$ cat config.mk
export PLATFORM = sky130hd
export DESIGN_NAME = rca_nibble_seq
export DESIGN_NICKNAME = d
export VERILOG_FILES = /design/src/rtl/rca_nibble_seq.sv
export SDC_FILE = /design/constraint.sdc
export NUM_CORES = 1
export LEC_CHECK = 0
export BUFFER_PORTS_ARGS = -buffer_cell sky130_fd_sc_hd__buf_4
export CORE_ASPECT_RATIO = 1.1
export CORE_MARGIN = 10
export CORE_UTILIZATION = 40
export DETAILED_ROUTE_END_ITERATION = 16
export HOLD_SLACK_MARGIN = 0.15
export SLEW_MARGIN = 20
export SYNTH_ARGS = -nofsm -noshare
export SYNTH_HDL_FRONTEND = slang
export SYNTH_SLANG_ARGS = --single-unit
$ cat constraint.sdc
create_clock -name clk_i -period 3.7 [get_ports clk_i]
set_input_delay 0.555 -clock clk_i [delete_from_list [all_inputs] [get_ports clk_i]]
set_output_delay 0.555 -clock clk_i [all_outputs]
set_load 0.005 [all_outputs]
$ cat src/rtl/rca_nibble_seq.sv
`default_nettype none
// ============================================================================
// Module   : rca_nibble_seq (with 4-bit ripple-carry slice rca)
// Brief    : Wide adder that streams one nibble per clock through a single rca.
// Revision : 1.0 - initial release
// ============================================================================

module rca (
    input  logic [3:0] i_a,
    input  logic [3:0] i_b,
    input  logic       i_c,
    output logic [3:0] o_s,
    output logic       o_c
);
    logic [4:0] w_c;

    assign w_c[0] = i_c;

    genvar gi;
    generate
        for (gi = 0; gi < 4; gi++) begin : g_fa
            assign o_s[gi]    = i_a[gi] ^ i_b[gi] ^ w_c[gi];
            assign w_c[gi+1]  = (i_a[gi] & i_b[gi]) | (w_c[gi] & (i_a[gi] ^ i_b[gi]));
        end
    endgenerate

    assign o_c = w_c[4];
endmodule

module rca_nibble_seq #(
    parameter int WIDTH = 16
) (
    input  logic             clk_i,
    input  logic             rst_n_i,
    input  logic             in_valid_i,
    output logic             in_ready_o,
    input  logic [WIDTH-1:0] a_i,
    input  logic [WIDTH-1:0] b_i,
    input  logic             carry_i,
    output logic             out_valid_o,
    input  logic             out_ready_i,
    output logic [WIDTH-1:0] sum_o,
    output logic             carry_o,
    output logic             ovf_o,
    output logic             busy_o
);
    localparam int N    = WIDTH / 4;
    localparam int IDXW = (N > 1) ? $clog2(N) : 1;
    localparam logic [IDXW-1:0] c_LAST = IDXW'(N - 1);

    typedef enum logic [1:0] {
        S_IDLE = 2'd0,
        S_RUN  = 2'd1,
        S_DONE = 2'd2
    } state_t;

    state_t            r_state;
    state_t            w_state_nxt;
    logic [WIDTH-1:0]  r_a;
    logic [WIDTH-1:0]  r_b;
    logic [WIDTH-1:0]  r_sum;
    logic              r_cy;
    logic              r_carry_out;
    logic              r_ovf;
    logic [IDXW-1:0]   r_idx;

    logic [3:0]        w_a_sl;
    logic [3:0]        w_b_sl;
    logic [3:0]        w_s_sl;
    logic              w_c_sl;
    logic [WIDTH-1:0]  w_sum_nxt;
    logic              w_last;

    // Operand slice mux and result slice merge are kept in separate blocks
    // so the path through the rca instance is not seen as a feedback loop.
    always_comb begin
        w_a_sl = '0;
        w_b_sl = '0;
        for (int i = 0; i < N; i++) begin
            if (r_idx == IDXW'(i)) begin
                w_a_sl = r_a[4*i +: 4];
                w_b_sl = r_b[4*i +: 4];
            end
        end
    end

    always_comb begin
        w_sum_nxt = r_sum;
        for (int i = 0; i < N; i++) begin
            if (r_idx == IDXW'(i)) begin
                w_sum_nxt[4*i +: 4] = w_s_sl;
            end
        end
    end

    rca u_rca (
        .i_a (w_a_sl),
        .i_b (w_b_sl),
        .i_c (r_cy),
        .o_s (w_s_sl),
        .o_c (w_c_sl)
    );

    assign w_last = (r_idx == c_LAST);

    always_ff @(posedge clk_i or negedge rst_n_i) begin
        if (!rst_n_i) begin
            r_state <= S_IDLE;
        end else begin
            r_state <= w_state_nxt;
        end
    end

    always_comb begin
        w_state_nxt = r_state;
        case (r_state)
            S_IDLE:  if (in_valid_i)  w_state_nxt = S_RUN;
            S_RUN:   if (w_last)      w_state_nxt = S_DONE;
            S_DONE:  if (out_ready_i) w_state_nxt = S_IDLE;
            default:                  w_state_nxt = S_IDLE;
        endcase
    end

    always_ff @(posedge clk_i or negedge rst_n_i) begin
        if (!rst_n_i) begin
            r_a         <= '0;
            r_b         <= '0;
            r_sum       <= '0;
            r_cy        <= 1'b0;
            r_carry_out <= 1'b0;
            r_ovf       <= 1'b0;
            r_idx       <= '0;
        end else begin
            case (r_state)
                S_IDLE: begin
                    if (in_valid_i) begin
                        r_a         <= a_i;
                        r_b         <= b_i;
                        r_cy        <= carry_i;
                        r_idx       <= '0;
                        r_sum       <= '0;
                        r_carry_out <= 1'b0;
                        r_ovf       <= 1'b0;
                    end
                end
                S_RUN: begin
                    r_sum <= w_sum_nxt;
                    r_cy  <= w_c_sl;
                    if (w_last) begin
                        r_carry_out <= w_c_sl;
                        // Top-nibble sum bit is only now known, so take it from the slice.
                        r_ovf <= (r_a[WIDTH-1] == r_b[WIDTH-1]) && (w_s_sl[3] != r_a[WIDTH-1]);
                    end else begin
                        r_idx <= r_idx + 1'b1;
                    end
                end
                default: ;
            endcase
        end
    end

    assign in_ready_o  = (r_state == S_IDLE);
    assign out_valid_o = (r_state == S_DONE);
    assign busy_o      = (r_state != S_IDLE);
    assign sum_o       = r_sum;
    assign carry_o     = r_carry_out;
    assign ovf_o       = r_ovf;
endmodule

`default_nettype wire
* Word level (Yosys, flattened, before mapping)
Cells that the tools add are included.
** Storage, ports and cells
- Flip-flop bits (word level) :: 55
- Latch bits :: 0
- Bits in writable memories :: 0
- ROM bits :: 0
- Input bits :: 37
- Output and inout bits :: 21
- Logic and storage cells :: 87
- Memories :: 0
** Cells by class
- $add $sub $neg :: 1
- Multipliers :: 0
- Divide/modulo/power cells :: 0
- Magnitude comparators :: 0
- Equality and inequality tests :: 14
- Shift operators :: 0
- Muxes and demuxes :: 28
- Bitwise gates (word level) :: 20
- Reduce and logical (&&, ||, !) cells :: 13
** Operators by type and width (number)
- two-way mux 4 bit :: 12
- case mux 16 bit (2 select lines) :: 1
- AND reduction 3 bit :: 6
- two-way mux 16 bit :: 1
- != test 2 bit (second input constant) :: 6
- two-way mux 2 bit :: 5
- bitwise AND 1 bit :: 8
- XOR 1 bit :: 8
- == test 2 bit (second input constant) :: 3
- case mux 1 bit (2 select lines) :: 3
- case mux 2 bit (3 select lines) :: 1
- == test 2 x 1 -> 1 bit (second input constant) :: 2
- zero test 2 bit :: 2
- two-way mux 1 bit :: 4
- bitwise OR 1 bit :: 4
- case mux 2 bit (2 select lines) :: 1
- AND reduction 2 bit :: 2
- nonzero test 2 bit :: 2
- adder 2 x 1 -> 2 bit (second input constant) :: 1
- != test 2 x 1 -> 1 bit (second input constant) :: 1
- == test 1 bit :: 1
- logical AND 1 bit :: 1
- != test 1 bit :: 1

* Logic depth before layout (Yosys ltp)
Gate-level depths: netlist of the first run.
- Depth after elaboration :: 17
- Depth in mapped cells :: 14
- Gate-level depth less buffers :: 13

* By module
A second synthesis of the first run with hierarchy kept.
** Second synthesis, totals
- Cells, all modules :: 216
- Area total of the unflattened synthesis :: 2712.6 um^2
** By module, submodules not included
- rca_nibble_seq :: times used 1, cells an instance 202, area each 2595.0 um^2, seq. area each 1376.3 um^2
- rca :: times used 1, cells an instance 14, area each 117.6 um^2, seq. area each 0.0 um^2

* Worst setup path after synthesis of the first run
Ideal clock, no wire load.
- Path kind :: register to register
- Start :: register r_idx[0]
- End :: register r_sum[3] (netlist: sum_o[3])
- Setup time :: 0.121 ns
- Arrival time :: 3.463 ns
- Data required time :: 3.579 ns
- Path slack :: 0.116 ns
- Cell stages (with the launch flop) :: 15
- Path buffers :: 1
- Period minus slack after synthesis :: 3.584 ns
- Cells stage by stage :: dfrtp_1 inv_1 ha_1 buf_2 nor2b_1 a221oi_1 o31ai_1 fa_1 inv_1 fa_1 fa_1 fa_1 nor2_1 mux2_2 a22o_1
** On the way
- Cells in the longest elaborated chain, start to end :: 15
- Elaborated cells between the ends (all ways) :: 30
- Classes of those cells :: eq/ne: 4; mux: 10; bitwise: 14; reduce/logical: 2
** RTL lines
- start, declared :: line 65 : logic [IDXW-1:0] r_idx;
- start signal, assigned :: line 154 : r_idx <= r_idx + 1'b1;
- zero test 2 bit :: line 80, 90
- two-way mux 4 bit (4 in a row) :: line 80 : if (r_idx == IDXW'(i)) begin
- XOR 1 bit :: line 23 : assign w_c[gi+1] = (i_a[gi] & i_b[gi]) | (w_c[gi] & (i_a[gi] ^ i_b[gi]));
- bitwise AND 1 bit :: line 23
- bitwise OR 1 bit :: line 23
- bitwise AND 1 bit :: line 23
- bitwise OR 1 bit :: line 23
- bitwise AND 1 bit :: line 23
- bitwise OR 1 bit :: line 23
- XOR 1 bit :: line 22 : assign o_s[gi] = i_a[gi] ^ i_b[gi] ^ w_c[gi];
- two-way mux 4 bit :: line 90 : if (r_idx == IDXW'(i)) begin
- case mux 16 bit (2 select lines) :: line 134 : case (r_state)
- end signal, assigned :: line 147 : r_sum <= w_sum_nxt;
- end, declared :: line 61 : logic [WIDTH-1:0] r_sum;
Parallel ways exist; a longest one is shown, timed or not. The select of a mux whose other input is x is not followed.
A chain may end at the register's enable or synchronous reset.

* Worst setup path in the final report of the first run
Same ends and word-level chain as after synthesis.

==> results of run 1 <==
## through the flow
stage          total power, mW  utilization  setup WS (ns)  hold WS, ns
3_5_place_dp             3.013       0.4754       0.003504       0.4956
6_report                 3.455       0.4939         0.2084       0.2905
4_1_cts                  3.373       0.4883        0.07839       0.3202
2_1_floorplan            2.438            -         0.1164       0.2594
5_1_grt                  3.797       0.4939      -0.001956       0.3294
3_3_place_gp             2.987       0.4754         0.1381       0.4894
## worst reg2reg max path: cells and delay by family (launching register included)
| kind | cells | cell delay [ns] |
|---|---|---|
| AOI/OAI and AO/OA | 3 | 0.53 |
| adders and majority gates | 5 | 1.72 |
| buffers and inverters | 2 | 0.14 |
| DFF | 1 | 0.45 |
| muxes | 1 | 0.28 |
| and+or+nand+nor | 2 | 0.25 |
## area by class of cell
type                            count  area [µm²]  area share
Clock inverter                      1       5.005    0.001455
Clock buffer                        6       82.58     0.02400
Sequential cell                    55        1378      0.4004
Timing Repair Buffer               64       480.5      0.1396
Multi-Input combinational cell    148        1340      0.3895
Inverter                           13       48.80     0.01418
Tap cell                           85       106.4     0.03091
## routing by layer
metal / up-vias / global-route usage
met2: 55 / 0.1847
met3: 2 / 0.04850
met4: 0 / 0.01818
met1: 919 / 0.1795
met5: - / 0
li1: 914 / -
## state kept, by name (all words and copies together) (netlist names)
register and cells:
r_state 2, sum_o 16, r_cy 1, r_a 16, carry_o 1, r_idx 2
r_b 16, ovf_o 1
## path summary, 6_finish.rpt
check / slack (ns) / to / cells past startpoint / start
max in group asynchronous: 2.89 / r_idx[0] / 1 / rst_n_i
setup reg to reg: 0.21 / sum_o[3] / 13 / r_idx[0]
hold reg to reg: 0.52 / r_b[12] / 1 / r_b[12]
hold / removal: 0.29 / r_a[5] / 1 / rst_n_i
setup / recovery: 0.21 / sum_o[3] / 13 / r_idx[0]
min in group clk_i: 0.44 / r_state[1] / 2 / out_ready_i
## what timing repair did
item	in CTS	in global routing
gates cloned	0	0
setup endpoints to repair	2	4
gates resized for setup	1	12
pin swaps	0	5
buffers inserted	0	1
## kinds of logic after synthesis
| kind of cell | after synthesis | share of synthesized area |
|---|---|---|
| DFF | 55 | 0.4867 |
| AOI/OAI and AO/OA | 54 | 0.1239 |
| muxes | 49 | 0.2301 |
| and+or+nand+nor | 37 | 0.06239 |
| buffers and inverters | 29 | 0.05088 |
| adders and majority gates | 8 | 0.04602 |
## power groups by stage
stage / Combinational, mW / Clock [mW] / Sequential, mW
finish: 2.02 / 0.334 / 1.10
global route: 2.27 / 0.374 / 1.15
CTS: 1.92 / 0.347 / 1.10
detailed placement: 1.90 / 0 / 1.11
global placement: 1.88 / 0 / 1.11
floorplan: 1.40 / 0 / 1.03
## cell usage in the layout (no fill, tap or decap), types with 2 or more instances in the layout
master / instances
buf_4: 64
dfrtp_1: 54
mux2_4: 30
nand2_1: 18
o21ai_0: 18
a21oi_1: 12
mux2i_1: 11
inv_1: 10
mux2_2: 8
a22oi_1: 7
a22o_1: 6
clkbuf_8: 6
nor2b_1: 5
nor2_1: 5
inv_2: 3
fa_2: 3
a221oi_1: 2
o31ai_2: 2
a221o_1: 2
nor3_1: 2
o22ai_1: 2
ha_2: 2
ha_1: 2
==> flow_summary.ini, run 1 <==
[cts]
cts_sinks = 55
clock_latency_ns = 0.30
numCtsBuffers = 5
tritoncts = done
clk_transition_reported_paths_ns = 0.10
clk_path_buf_depth = 2
cts_root_buf = clkbuf_8
ctsHoldBuffers = 0
h-tree-depth = 2

[worst_setup_path]
critPathSlowestCell = fa_1
cp_common_cell = fa_2
critPathMaxFanout = 5
crit_family = adder cells
cp-end-kind = register
cp_num_buf_inv = 2
path_class = register to register
arrival_ns = 3.68
startpoint_type = register
path_cells = inv_2 > ha_2 > nor2b_4 > a221oi_1 > o31ai_2 > fa_2 > inv_1 > fa_2 > fa_2 > fa_1 > nor2_2 > mux2_2 > a22o_1
cp.required_ns = 3.89
cpPeakStageDelay_ns = 0.58

[die]
die_area_mm2 = 0.01084
die_width_um = 100.2
rows = 32
pin_count = 58
initial_core_util = 0.4059
core-area_mm2 = 0.006967
dieHeight_um = 108.2

[hold_path]
hp-class = input pin to asynchronous set/reset pin

[global_route]
grt_max_degree = 56
grt_first_pass_wirelength_mm = 11.14
antenna_found_initial = 0
grt_overflow_total = 0
grt_util_all_layers = 0.1273
grt_pass1_vias = 2079

[timing]
setup_viol = 0
fmax_mhz = 286.4
tightest_slew_ns = 0.7997
slew_violations = 0
skew_ns = 0.009513
period_needed_ns = 3.492
finalCritPeriodShare = 0.9437
hold_viol_final = 0
final.setup.tns_ns = 0
slew_headroom = 0.4665

[routing]
vias = 1890
wire_per_inst_um = 17.99
vias_per_cell = 5.081
routedLengthMet1_mm = 3.184
drtIter0Drc = 75
postRouteAntennaNets = 0
remaining_drc_errors = 0
highest_layer = met4
wl_met2_mm = 3.018
routed_wl_mm = 6.692
met3_length_um = 462
drtPass1Iterations = 4

[synth]
synth-seq-cells = 55
synthCells = 232
ys_top_cells_by_count = dfrtp_1, mux2_4, nand2_1, o21ai_0
syn_nets = 277
synth_edf_count = 0
synth_area_leader_cell = dfrtp_1
yosysMostFrequentCell = dfrtp_1
synth_flop_cell = dfrtp_1
yosysWarnings = 0
syn_area_per_cell_um2 = 12.19
synthArstFlopShare = 1.000
synth_area_mm2 = 0.002828
ys_types = 32
synthTopCellsByArea = dfrtp_1, mux2_4, mux2i_1
yosysTopAreaCellShare = 0.4867
synth_seq_area_share = 0.4867

[finish]
postLayoutCellArea_mm2 = 0.003441
drive_above_1_share = 0.4390
areaGrowthSynthToFinish_pct = 21.68
nets = 332
num-fill-cells = 647
antennaDiodeCount = 0
stdcell_count = 372

[outcome]
status = finished clean

[placement]
hpwl_mm = 4.681
portBuffers = 57
gp_congestion = 0.7621
dp_cells = 364
placed_area_mm2 = 0.003312

[power]
ir_drop_v = 0.0004196
power.net_switching_mw = 1.371
comb_power_share = 0.584
p_per_area_mw_per_mm2 = 1004
p_leak_nw = 1.633
power.internal_mw = 2.084
power.clock.fraction = 0.097
switching_share = 0.3968
seqPwrFrac = 0.320

[flow_run]
maxCapViolations = 0
No activity file was read; power rests on OpenSTA's default activity.
==> run 2, diff against run 1 <==
==> constraint.sdc (replaced) <==
create_clock -name clk_i -period 4.39 [get_ports clk_i]
set_input_delay 0.6585 -clock clk_i [delete_from_list [all_inputs] [get_ports clk_i]]
set_output_delay 0.6585 -clock clk_i [all_outputs]
set_load 0.005 [all_outputs]
==> run 2 against run 1 <==
Against the previous run:
- setup slack improved by 0.26 ns
- sequential share of layout area increased by 0.89 points
- utilization decreased by 1.1 points
- power decreased by 20%
- maximum frequency decreased by 11%
- global-route usage decreased by 0.32 points
- highest routed layer unchanged
- non-clock buffer count decreased by 5
- clock power decreased by 19%
- clock skew decreased by 0.0010 ns
- critical path depth decreased by 1
- first-iteration DRC count increased by 31%
==> flow_summary.ini, run 2 (synthesis gave the netlist of run 1 again) <==
[timing]
finalCritPeriodShare = 0.8935
slew_headroom = 0.3149
final.setup.tns_ns = 0
skew_ns = 0.008485
period_needed_ns = 3.923
slew_violations = 0
timing.hold.ws_ns = 0.4009
hold_viol_final = 0
finalWorstSetupSlack_ns = 0.4674
setup_viol = 0
rsz0062_at_grt = no
fmax_mhz = 254.9
tightest_slew_ns = 1.028

[cts]
ctsHoldBuffers = 0
cts_root_buf = clkbuf_8
clock_latency_ns = 0.31
h-tree-depth = 2
tritoncts = done
clk_transition_reported_paths_ns = 0.10
cts_resized = 0
cts_sinks = 55
clk_path_buf_depth = 2
numCtsBuffers = 5
cts_setup_buffers = 0

[power]
p_per_area_mw_per_mm2 = 824.2
p_leak_nw = 1.599
ir_drop_v = 0.0003873
finalPower_mw = 2.772

[worst_setup_path]
cpPeakStageDelay_ns = 0.68
critPathSlowestCell = ha_1
path_cells = inv_1 > ha_1 > a221oi_1 > o31ai_1 > fa_1 > inv_1 > fa_1 > fa_1 > fa_1 > nor2_1 > mux2_2 > a22o_1
cp-end-kind = register
path_class = register to register
arrival_ns = 4.13
startpoint_type = register
cp.required_ns = 4.59
critPathMaxFanout = 20
cp_common_cell = fa_1

[placement]
gp_congestion = 0.7646
hpwl_mm = 4.642
placed_area_mm2 = 0.003282
portBuffers = 57
dp_cells = 360
dp_slack_ns = 0.4631

[flow_run]
maxCapViolations = 0

[outcome]
status = finished clean

[finish]
antennaDiodeCount = 0
areaGrowthSynthToFinish_pct = 18.94
num-fill-cells = 660
postLayoutCellArea_mm2 = 0.003363
utilization = 0.4828
layout_commonest_cell = buf_4
stdcell_count = 368
nets = 327
register_area_mm2 = 0.001376
drive_above_1_share = 0.3816
final_cell_mix = buf_4, dfrtp_1, mux2_4, nand2_1, o21ai_0
multi_input_area_mm2 = 0.001308

[global_route]
grt_first_pass_wirelength_mm = 10.99
antenna_found_initial = 0
grt_overflow_total = 0
grt_max_degree = 56
grt_util_all_layers = 0.1241
grt_pass1_vias = 2025

[die]
pin_count = 58
rows = 32
die_width_um = 100.2
die_area_mm2 = 0.01084
dieHeight_um = 108.2
core-area_mm2 = 0.006967
initial_core_util = 0.4059

[routing]
remaining_drc_errors = 0
postRouteAntennaNets = 0
drtIter0Drc = 98
drtPass1Iterations = 4
routed_wl_mm = 6.574
vias = 1912
vias_per_cell = 5.196
wire_per_inst_um = 17.86

[hold_path]
hp-class = input pin to asynchronous set/reset pin
-- run 2: cell count changes in the layout (fill, tap and decap cells not counted), moves of 2 or more --
| cell | before | now |
|---|---|---|
| fa_1 | 1 | 4 |
| inv_2 | 3 | 1 |
| buf_4 | 64 | 59 |
| fa_2 | 3 | 0 |
| ha_2 | 2 | 0 |
| clkbuf_1 | 0 | 2 |
| inv_1 | 10 | 12 |
| ha_1 | 2 | 4 |
| o31ai_1 | 0 | 2 |
| o31ai_2 | 2 | 0 |
-- run 2: worst max-delay path: cells and delay by family, from the launching register on --
kind / cells / cell delay, ns
AO/OA/AOI/OAI: 3 / 0.65
adder cells (fa/ha/maj): 5 / 2.20
buffers and inverters: 2 / 0.17
flip-flops: 1 / 0.43
multiplexers: 1 / 0.29
AND/OR/NAND/NOR: 1 / 0.09
-- run 2: final cells by class --
type / instances / area share
clock inverter: 1 / 0.001488
sequential: 55 / 0.4092
multi-input combinational: 148 / 0.3888
tap: 85 / 0.03162
clock buffer: 7 / 0.02269
timing repair buffer: 59 / 0.1317
inverter: 13 / 0.01451
-- run 2: metal layers --
layer  GRT usage  up-vias  routed length, µm
met3     0.04084        8                487
met1      0.1788      932               3166
met2      0.1760       63               2886
li1            -      909                  -
met4     0.02727        0                 34
met5           0        -                  0
-- run 2: final timing paths --
kind / from / end / slack (ns) / depth (start not counted)
min reg2reg: r_b[11] / r_b[11] / 0.52 / 1
max: r_idx[0] / sum_o[15] / 0.47 / 12
max in group asynchronous: rst_n_i / r_b[7] / 3.54 / 1
min in group clk_i: r_b[11] / r_b[11] / 0.52 / 1
min: rst_n_i / r_a[6] / 0.40 / 1
max reg2reg: r_idx[0] / sum_o[15] / 0.47 / 12
-- run 2: report_power, final --
part           total, mW  switching, mW  leakage (nW)  internal (mW)
sequential         0.937          0.193         0.677          0.744
combinational       1.56          0.761         0.879          0.803
clock              0.271          0.158        0.0422          0.113
==> run 3, diff against run 2 <==
--- a/config.mk
+++ b/config.mk
@@ -14,4 +14,5 @@
 export SLEW_MARGIN = 20
 export SYNTH_ARGS = -nofsm -noshare
 export SYNTH_HDL_FRONTEND = slang
+export SYNTH_HIERARCHICAL = 1
 export SYNTH_SLANG_ARGS = --single-unit
==> run 3 against run 2 <==
Against the previous run:
- routed wire length is 10% lower
- synthesized cell count is 6.9% lower
- combinational power is 6% lower
- clock-buffer cell count down 1
- critical path type unchanged
- global-route usage down 1.1 points
- cell area down 1.3%
- sequential cell count stayed put
- largest cell class unchanged
- maximum frequency rose by 0.58%
- sequential share of layout area rose by 0.56 points
- setup slack gained 0.023 ns
- non-clock buffer count is 1 higher
==> flow_summary.ini, run 3 <==
[cts]
clk_transition_reported_paths_ns = 0.10
cts_root_buf = clkbuf_8
ctsHoldBuffers = 0
h-tree-depth = 2
numCtsBuffers = 5
clk_path_buf_depth = 2
cts_setup_buffers = 0
cts_sinks = 55
cts_resized = 0
clock_latency_ns = 0.30
tritoncts = done

[worst_setup_path]
crit_family = adder cells
r2r_slack_ns = 0.49
r2r_cells = 16
arrival_ns = 4.10
cp_num_buf_inv = 5
reg2reg_to = sum_o[7]
cp-end-kind = register
critPathSlowestCell = fa_1
critPathMaxFanout = 7
r2r-start = r_idx[0]
startpoint_type = register
path_class = register to register
cp_common_cell = inv_1
cp.required_ns = 4.59
cpPeakStageDelay_ns = 0.47
path_cells = inv_1 > ha_1 > and2b_1 > a221oi_1 > o31ai_1 > fa_1 > inv_1 > fa_1 > inv_1 > fa_1 > inv_1 > fa_1 > inv_1 > nor2b_1 > mux2_2 > a22o_1

[synth]
synth_flop_cell = dfrtp_1
synth_edf_count = 0
yosysTopAreaCellShare = 0.5074
ys_top_cells_by_count = dfrtp_1, mux2_2, a22o_1
yosysMostFrequentCell = dfrtp_1
syn_nets = 261
synth_area_leader_cell = dfrtp_1
synth-seq-cells = 55
yosysWarnings = 6
synthTopCellsByArea = dfrtp_1, mux2_2, a22o_1
synthCells = 216
ys_types = 29
syn_area_per_cell_um2 = 12.56
synthArstFlopShare = 1.000
synth_seq_area_share = 0.5074
synth_area_mm2 = 0.002713

[timing]
rsz0062_at_grt = no
slew_violations = 0
slew_headroom = 0.4682
setup_viol = 0
skew_ns = 0.003588
finalCritPeriodShare = 0.8883
hold_viol_final = 0
final.setup.tns_ns = 0
period_needed_ns = 3.900
fmax_mhz = 256.4
tightest_slew_ns = 0.7977
finalWorstSetupSlack_ns = 0.4902

[routing]
postRouteAntennaNets = 0
vias_per_cell = 5.181
routed_wl_mm = 5.896
wire_per_inst_um = 16.70
drtIter0Drc = 49
remaining_drc_errors = 0
vias = 1829
drtPass1Iterations = 4

[finish]
register_area_mm2 = 0.001376
drive_above_1_share = 0.4170
num-fill-cells = 611
multi_input_area_mm2 = 0.001196
final_cell_mix = buf_4, dfrtp_1, mux2_2, a22o_1, inv_1
nets = 315
areaGrowthSynthToFinish_pct = 22.32
antennaDiodeCount = 0
layout_commonest_cell = buf_4

[global_route]
antenna_found_initial = 0
grt_overflow_total = 0
grt_pass1_vias = 1952
grt_util_all_layers = 0.1136
grt_first_pass_wirelength_mm = 9.942
grt_max_degree = 56

[die]
die_area_mm2 = 0.01048
core-area_mm2 = 0.006594
die_width_um = 98.52
dieHeight_um = 106.4
initial_core_util = 0.4114
rows = 31
pin_count = 58

[placement]
portBuffers = 57
hpwl_mm = 4.379
dp_slack_ns = 0.5036
gp_congestion = 0.7577

[flow_run]
maxCapViolations = 0

[power]
p_leak_nw = 1.561
finalPower_mw = 2.775
p_per_area_mw_per_mm2 = 836.2
ir_drop_v = 0.0003388

[outcome]
status = finished clean

[hold_path]
hp-class = input pin to asynchronous set/reset pin
## run 3: changes by cell type after synthesis, sizes merged, moves of 6 or more
cell	before	now
o21ai	18	4
a22o	6	22
nor2b	6	14
nand2	18	11
a22oi	7	1
mux2	38	44
a21oi	12	2
mux2i	11	0
## run 3: kinds of logic (layout without fill, tap and decap cells)
logic type	Yosys count	count (layout)	share of synthesized area
DFF	55	55	0.5074
AOI/OAI and AO/OA	47	47	0.1398
muxes	44	44	0.1827
and+or+nand+nor	33	33	0.07058
buffers and inverters	29	84	0.05166
adders and majority gates	8	8	0.04797
## run 3: how the worst max path moves through the flow
stage,startpoint,endpoint,slack [ns],cells after the start
final,r_idx[0],sum_o[7],0.49,16
after global routing,r_idx[0],sum_o[7],0.14,16
after CTS,r_idx[0],sum_o[7],0.47,15
after detailed placement,r_idx[0],sum_o[7],0.50,15
after global placement,r_idx[0],sum_o[7],0.62,16
after floorplan,r_idx[1],sum_o[7],0.85,16
## run 3: layer usage
metal / share of wire / global-route usage / wire length [µm] / vias to the layer above
met5: 0 / 0 / 0 / -
met4: 0.0085 / 0.03074 / 50 / 0
met3: 0.055 / 0.03497 / 325 / 6
met2: 0.46 / 0.1739 / 2739 / 50
met1: 0.47 / 0.1516 / 2781 / 897
li1: - / - / - / 876
## run 3: final cells by class
class                           instances  area share
Clock inverter                          2     0.01810
Tap cell                               82     0.03092
Multi-Input combinational cell        132      0.3605
Sequential cell                        55      0.4148
Inverter                               16     0.01810
Clock buffer                            6     0.02187
Timing Repair Buffer                   60      0.1357
## run 3: per-stage QoR
step | area [µm²] | instances | util | hold WS [ns]
6_report | 3318 | 353 | 0.5032 | 0.3814
4_1_cts | 3318 | 353 | 0.5032 | 0.4137
3_5_place_dp | 3186 | 345 | 0.4831 | 0.4754
2_1_floorplan | 2713 | 216 | - | 0.3629
5_1_grt | 3318 | 353 | 0.5032 | 0.4418
3_3_place_gp | 3186 | 345 | 0.4831 | 0.4750
## run 3: worst reg2reg max path, cell delays in order (launching register included)
cell and delay (ns):
dfrtp_1 0.42, inv_1 0.13, ha_1 0.31, and2b_1 0.31
a221oi_1 0.12, o31ai_1 0.38, fa_1 0.24, inv_1 0.05
fa_1 0.35, inv_1 0.07, fa_1 0.16, inv_1 0.05
fa_1 0.47, inv_1 0.07, nor2b_1 0.16, mux2_2 0.28
a22o_1 0.22
## run 3: where the power goes
part           switching [mW]  total (mW)  internal (mW)
Combinational           0.681        1.46          0.780
Sequential              0.187       0.923          0.737
Clock                   0.162       0.390          0.228
Total                    1.03        2.77           1.74
